===== config.mk =====
export PLATFORM = sky130hd
export DESIGN_NAME = dds_increment_slewer_flat
export DESIGN_NICKNAME = d
export VERILOG_FILES = /design/src/rtl/dds_increment_slewer_if.sv /design/src/rtl/dds_increment_slewer.sv /design/src/flat_wrapper.sv
export SDC_FILE = /design/constraint.sdc
export NUM_CORES = 1
export LEC_CHECK = 0
export CAP_MARGIN = 5
export CORE_UTILIZATION = 38
export CTS_CLUSTER_SIZE = 30
export DETAILED_ROUTE_END_ITERATION = 12
export PLACE_DENSITY = 0.59
export SYNTH_ARGS = -nofsm -noshare
export SYNTH_HDL_FRONTEND = slang
export SYNTH_SLANG_ARGS = --single-unit

===== constraint.sdc =====
create_clock -name clk_ref -period 6.15 [get_ports clk_ref]
set_input_delay 1.23 -clock clk_ref [delete_from_list [all_inputs] [get_ports clk_ref]]
set_output_delay 1.23 -clock clk_ref [all_outputs]
set_load 0.02 [all_outputs]

===== src/rtl/dds_increment_slewer_if.sv =====
// Control/status bundle between the increment slewer and its register/DDS neighbours.
interface dds_increment_slewer_if #(
    parameter int WIDTH       = 32,
    parameter int DWELL_WIDTH = 16
);
    logic                   enable;
    logic [WIDTH-1:0]       target_increment;
    logic [WIDTH-1:0]       max_step;
    logic [DWELL_WIDTH-1:0] dwell_cycles;
    logic                   PLL_locked;
    logic [WIDTH-1:0]       increment_out;
    logic                   slewing;
    logic                   at_target;
    logic [15:0]            step_count;

    modport master (
        output enable, target_increment, max_step, dwell_cycles, PLL_locked,
        input  increment_out, slewing, at_target, step_count
    );

    modport slave (
        input  enable, target_increment, max_step, dwell_cycles, PLL_locked,
        output increment_out, slewing, at_target, step_count
    );
endinterface


===== src/rtl/dds_increment_slewer.sv =====
// Ramps the DDS phase increment toward a software target in bounded steps,
// dwelling between steps and pausing while the downstream PLL is unlocked.
module dds_increment_slewer #(
    parameter int               WIDTH             = 32,
    parameter logic [WIDTH-1:0] DEFAULT_INCREMENT = 32'h33333333,
    parameter int               DWELL_WIDTH       = 16
) (
    input  logic                 clk_ref,
    input  logic                 clk_ref_aresetn,
    dds_increment_slewer_if.slave bus
);

    typedef enum logic [1:0] {IDLE, STEP, DWELL} state_t;

    state_t                 state_q, state_d;
    logic [WIDTH-1:0]       inc_q, inc_d;
    logic [DWELL_WIDTH-1:0] dwell_q, dwell_d;
    logic [15:0]            step_cnt_q, step_cnt_d;
    logic                   at_target_q, at_target_d;
    logic                   sync1_q, sync1_d;
    logic                   sync2_q, sync2_d;
    logic                   locked_s;
    logic                   need_step;

    // Differences are taken one bit wider so neither direction can wrap.
    function automatic logic [WIDTH-1:0] step_toward(
        input logic [WIDTH-1:0] cur,
        input logic [WIDTH-1:0] tgt,
        input logic [WIDTH-1:0] step
    );
        logic [WIDTH:0] diff;
        logic           up;
        up   = (tgt >= cur);
        diff = up ? ({1'b0, tgt} - {1'b0, cur}) : ({1'b0, cur} - {1'b0, tgt});
        if (step == '0 || diff <= {1'b0, step})
            return tgt;
        else if (up)
            return cur + step;
        else
            return cur - step;
    endfunction

    function automatic logic [15:0] sat_inc16(input logic [15:0] v);
        return (v == 16'hFFFF) ? v : v + 16'd1;
    endfunction

    assign locked_s  = sync2_q;
    assign need_step = bus.enable && (bus.target_increment != inc_q);

    always_comb begin
        state_d     = state_q;
        inc_d       = inc_q;
        dwell_d     = dwell_q;
        step_cnt_d  = step_cnt_q;
        at_target_d = (inc_q == bus.target_increment);
        sync1_d     = bus.PLL_locked;
        sync2_d     = sync1_q;

        case (state_q)
            IDLE: begin
                if (need_step && locked_s)
                    state_d = STEP;
            end
            STEP: begin
                inc_d      = step_toward(inc_q, bus.target_increment, bus.max_step);
                dwell_d    = bus.dwell_cycles;
                step_cnt_d = sat_inc16(step_cnt_q);
                state_d    = DWELL;
            end
            DWELL: begin
                // Loss of lock freezes both the counter and the state.
                if (locked_s) begin
                    if (dwell_q == '0)
                        state_d = need_step ? STEP : IDLE;
                    else
                        dwell_d = dwell_q - 1'b1;
                end
            end
            default: state_d = IDLE;
        endcase
    end

    always_ff @(posedge clk_ref or negedge clk_ref_aresetn) begin
        if (!clk_ref_aresetn) begin
            state_q     <= IDLE;
            inc_q       <= DEFAULT_INCREMENT;
            dwell_q     <= '0;
            step_cnt_q  <= '0;
            at_target_q <= 1'b0;
            sync1_q     <= 1'b0;
            sync2_q     <= 1'b0;
        end else begin
            state_q     <= state_d;
            inc_q       <= inc_d;
            dwell_q     <= dwell_d;
            step_cnt_q  <= step_cnt_d;
            at_target_q <= at_target_d;
            sync1_q     <= sync1_d;
            sync2_q     <= sync2_d;
        end
    end

    assign bus.increment_out = inc_q;
    assign bus.slewing       = (state_q != IDLE);
    assign bus.at_target     = at_target_q;
    assign bus.step_count    = step_cnt_q;

endmodule


===== src/flat_wrapper.sv =====
// flat-port wrapper written by rule: the top's interface ports become plain ports
module dds_increment_slewer_flat 
#(
    parameter int               WIDTH             = 32,
    parameter logic [WIDTH-1:0] DEFAULT_INCREMENT = 32'h33333333,
    parameter int               DWELL_WIDTH       = 16
)
  (clk_ref, clk_ref_aresetn, bus_enable, bus_target_increment, bus_max_step, bus_dwell_cycles, bus_PLL_locked, bus_increment_out, bus_slewing, bus_at_target, bus_step_count);
  dds_increment_slewer_if #(.WIDTH(WIDTH), .DWELL_WIDTH(DWELL_WIDTH)) bus_i ();
  input  logic clk_ref;
  input  logic clk_ref_aresetn;
  input wire logic [$bits(bus_i.enable)-1:0] bus_enable;
  input wire logic [$bits(bus_i.target_increment)-1:0] bus_target_increment;
  input wire logic [$bits(bus_i.max_step)-1:0] bus_max_step;
  input wire logic [$bits(bus_i.dwell_cycles)-1:0] bus_dwell_cycles;
  input wire logic [$bits(bus_i.PLL_locked)-1:0] bus_PLL_locked;
  output wire logic [$bits(bus_i.increment_out)-1:0] bus_increment_out;
  output wire logic [$bits(bus_i.slewing)-1:0] bus_slewing;
  output wire logic [$bits(bus_i.at_target)-1:0] bus_at_target;
  output wire logic [$bits(bus_i.step_count)-1:0] bus_step_count;
  assign bus_i.enable = bus_enable;
  assign bus_i.target_increment = bus_target_increment;
  assign bus_i.max_step = bus_max_step;
  assign bus_i.dwell_cycles = bus_dwell_cycles;
  assign bus_i.PLL_locked = bus_PLL_locked;
  assign bus_increment_out = bus_i.increment_out;
  assign bus_slewing = bus_i.slewing;
  assign bus_at_target = bus_i.at_target;
  assign bus_step_count = bus_i.step_count;
  dds_increment_slewer #(.WIDTH(WIDTH), .DEFAULT_INCREMENT(DEFAULT_INCREMENT), .DWELL_WIDTH(DWELL_WIDTH)) u_core (.clk_ref(clk_ref), .clk_ref_aresetn(clk_ref_aresetn), .bus(bus_i));
endmodule

==> impl_metrics.toml <==
[timing]
fin_worst_skew_ns = 0.00882
tightest_slew_ns = 0.962
fin_crit_ns = 5.98
hold_viol_final = 0
finalCritPeriodShare_pct = 97.3
setup_viol = 0
relSlewSlack_pct = 35.8
final_max_slew_viol_count = 0
clock.fmax_mhz = 167

[yosys]
synth_edf_count = 0
syn_avg_cell_area_um2 = 7.51
ys_ff_latch = 69
postSynthCellCount = 1309
synth-simple-area-share_pct = 18.0
ys.flop_type = "dfrtp_1"
synth_top_family_by_area = "compound AO/OA/AOI/OAI gates"
synth_compound_area_share_pct = 28.5
synthesis.area_um2 = 9830
synth-async-reset-ratio_pct = 100
yosys_warnings = 0
synthesis.nets = 1530
synth-adder-area-share_pct = 17.7
synth_xor_area_share_pct = 9.08
synth.area.mux_share_pct = 1.44
ys_seq_area_share_pct = 17.8
yosysUniqueCellTypes = 76

[clock_network]
cts_sinks = 69
clockRootBuffer = "clkbuf_16"
cts_tree = "yes"
cts.reportedPaths.clkPinSlew_ns = 0.07
clk_latency_ns = 0.36
cts_buffers = 9
cts_buffer_depth = 2
cts_max_level = 3

[setup_path]
arrival_ns = 6.18
criticalPathCategory = "in2reg"
critical_path.max_stage_delay_ns = 0.57
crit_top_cell = "buf_4"
crit_fanout = 7
worstSetupStartpointType = "input pin"
cp_data_required_time_ns = 6.35
crit_buf_inv = 8
endpoint_kind = "register"
slowest_stage = "or4_4"
critPathTopFamily = "compound AO/OA/AOI/OAI gates"

[global_routing]
grt_max_degree = 98
grt-ovfl-total = 0
grt_pass1_wl_um = 53500
track_usage_pct = 25.5
antenna_found_initial = 3
grt_pass1_vias = 10400

[floorplanning]
core_um2 = 25300
rows = 58
die-area_um2 = 26500
die_width_um = 163
initial_core_util_pct = 38.9
die_h_um = 163
io_pins = 134

[routing]
drc_errors = 0
vias = 10900
drt-initial-drc-count = 654
routed_wl_um = 35100
wl_per_cell_um = 17.5
viasPerCell = 5.43
detail-route-antenna-nets = 0
dr.pass1.iters = 5

[cells_and_area]
fin_util_pct = 57.1
layout.nets = 1883
area_growth_pct = 46.7
fillers = 2379
drive_gt1_share_pct = 24.1

[job]
max_cap_viol_count = 0

[status]
status = "completed"

[place]
place.gp.congestion = 0.964
port_buffers = 133
dpl.hpwl_um = 27000

[min_path]
hold_class = "reg2reg"
==> state kept, by name, indices dropped and copies added, names as in the netlist <==
name,cells
u_core.sync1_q,1
u_core.bus.increment_out,32
u_core.locked_s,1
u_core.state_q,2
u_core.bus.step_count,16
u_core.bus.at_target,1
u_core.dwell_q,16
==> per-layer routing <==
metal  wire length, um  global-route usage [%]
met1             16100                    33.7
met2             16200                    42.4
met3              1860                    3.79
met4               937                    8.11
met5                 0                       0
==> final cells by class <==
cell class                      instances  area, um^2  share of cell area (%)
Multi-Input combinational cell       1055        7950                    55.1
Timing Repair Buffer                  407        3580                    24.8
Sequential cell                        69        1750                    12.1
Inverter                              120         450                    3.12
Tap cell                              330         413                    2.86
Clock buffer                            9         225                    1.56
Clock inverter                          7        56.3                   0.390
Antenna cell                            3        7.51                  0.0520
==> cell usage after synthesis, types with 5 or more instances <==
| master | number | area share [%] |
|---|---|---|
| a21oi_1 | 146 | 7.4 |
| a211o_1 | 6 | 0.53 |
| clkbuf_1 | 24 | 0.92 |
| and2_1 | 6 | 0.38 |
| xor2_1 | 25 | 2.2 |
| dfstp_2 | 16 | 4.3 |
| nor2b_1 | 8 | 0.51 |
| nand2b_1 | 11 | 0.70 |
| o22ai_1 | 6 | 0.38 |
| buf_2 | 35 | 1.8 |
| a211oi_1 | 17 | 1.3 |
| mux2i_1 | 13 | 1.3 |
| nand3_1 | 61 | 3.1 |
| xnor2_1 | 77 | 6.9 |
| o21ai_0 | 78 | 4.0 |
| or3_1 | 7 | 0.45 |
| o21a_1 | 7 | 0.53 |
| nor4_1 | 6 | 0.38 |
| o31ai_1 | 11 | 0.84 |
| nor3_1 | 27 | 1.4 |
| or4_1 | 5 | 0.38 |
| inv_1 | 120 | 4.6 |
| nor2_1 | 62 | 2.4 |
| o221ai_1 | 31 | 2.8 |
| a21o_1 | 43 | 3.3 |
| nand2_1 | 127 | 4.8 |
| o21bai_1 | 14 | 1.1 |
| dfrtp_1 | 53 | 13 |
| a31oi_1 | 16 | 1.0 |
| o211ai_1 | 10 | 0.76 |
| and3_1 | 8 | 0.51 |
| nand4_1 | 27 | 1.7 |
| ha_1 | 134 | 17 |
==> logic make-up (layout without fill, tap and decap cells) <==
logic type      Yosys count  after routing
simple gates            369            369
buf+inv                 185            543
compound gates          433            433
other cells               0              3
flops                    69             69
xor+xnor                102            102
fa+ha+maj               137            137
mux                      14             14
==> worst reg2reg max path, cell delays in order (launching register included) <==
cell and delay [ns]:
dfstp_2 0.64, inv_1 0.15, ha_4 0.26, nor2b_1 0.13, o21ai_2 0.14, o21bai_2 0.11
a211o_1 0.33, a21o_1 0.23, buf_4 0.15, a21oi_4 0.15, buf_6 0.16, mux2i_4 0.26
nor3_2 0.09, buf_4 0.15, a2111oi_4 0.32, xnor2_1 0.18, ha_1 0.29, a21oi_2 0.14
nand2_2 0.10, a2111oi_4 0.29, o21ai_2 0.12, o211ai_1 0.29, o31ai_4 0.15, buf_4 0.19
clkbuf_16 0.16, nand3_1 0.08, o221ai_1 0.12
==> final timing paths <==
| path | startpoint | end | slack (ns) | depth (start not counted) |
|---|---|---|---|---|
| min in group asynchronous | clk_ref_aresetn | u_core.bus.increment_out[2]$_DFFE_PN0P_ | 0.74 | 1 |
| min | u_core.sync1_q$_DFF_PN0_ | u_core.locked_s$_DFF_PN0_ | 0.36 | 0 |
| max | bus_target_increment[9] | u_core.bus.increment_out[27]$_DFFE_PN0P_ | 0.17 | 26 |
| max in group asynchronous | clk_ref_aresetn | u_core.dwell_q[2]$_DFFE_PN0P_ | 4.39 | 2 |
| min reg2reg | u_core.sync1_q$_DFF_PN0_ | u_core.locked_s$_DFF_PN0_ | 0.36 | 0 |
| max reg2reg | u_core.bus.increment_out[1]$_DFFE_PN1P_ | u_core.bus.increment_out[27]$_DFFE_PN0P_ | 0.60 | 26 |
==> what timing repair did <==
action,4_1_cts,5_1_grt
endpoints found under the hold margin,0,0
pin swaps,5,17
gates cloned,0,5
setup endpoints to repair,32,32
setup buffers,3,12
hold buffers,0,0
gates resized for setup,35,96
==> layout by cell type, fill, tap and decap left out, types with 16 or more instances in the layout <==
| cell type | count |
|---|---|
| o221ai_1 | 31 |
| dfstp_2 | 16 |
| dlymetal6s2s_1 | 21 |
| nor2_1 | 56 |
| nand3_1 | 60 |
| xor2_1 | 25 |
| dfrtp_1 | 53 |
| ha_4 | 23 |
| clkdlybuf4s50_1 | 109 |
| a21o_1 | 43 |
| inv_1 | 120 |
| a21oi_1 | 134 |
| o21ai_0 | 68 |
| ha_1 | 111 |
| nand4_1 | 27 |
| buf_4 | 263 |
| nand2_1 | 121 |
| nor3_1 | 24 |
| xnor2_1 | 76 |
==> through the flow <==
stage	std cells	setup WS (ns)	TNS [ns]	instance area (um^2)	hold slack [ns]
finish	2000	0.169	0	14400	0.360
global route	2000	-0.0186	-0.130	14400	0.364
CTS	1980	0.00148	0	13700	0.362
detailed placement	1961	-1.01	-30.85	13200	0.356
global placement	1961	-0.932	-28.41	13200	0.334
floorplan	1309	0.236	0	9830	0.331
Power is not shown: default switching activity piles up to over one toggle a cycle in this logic, so the estimate is an artifact.
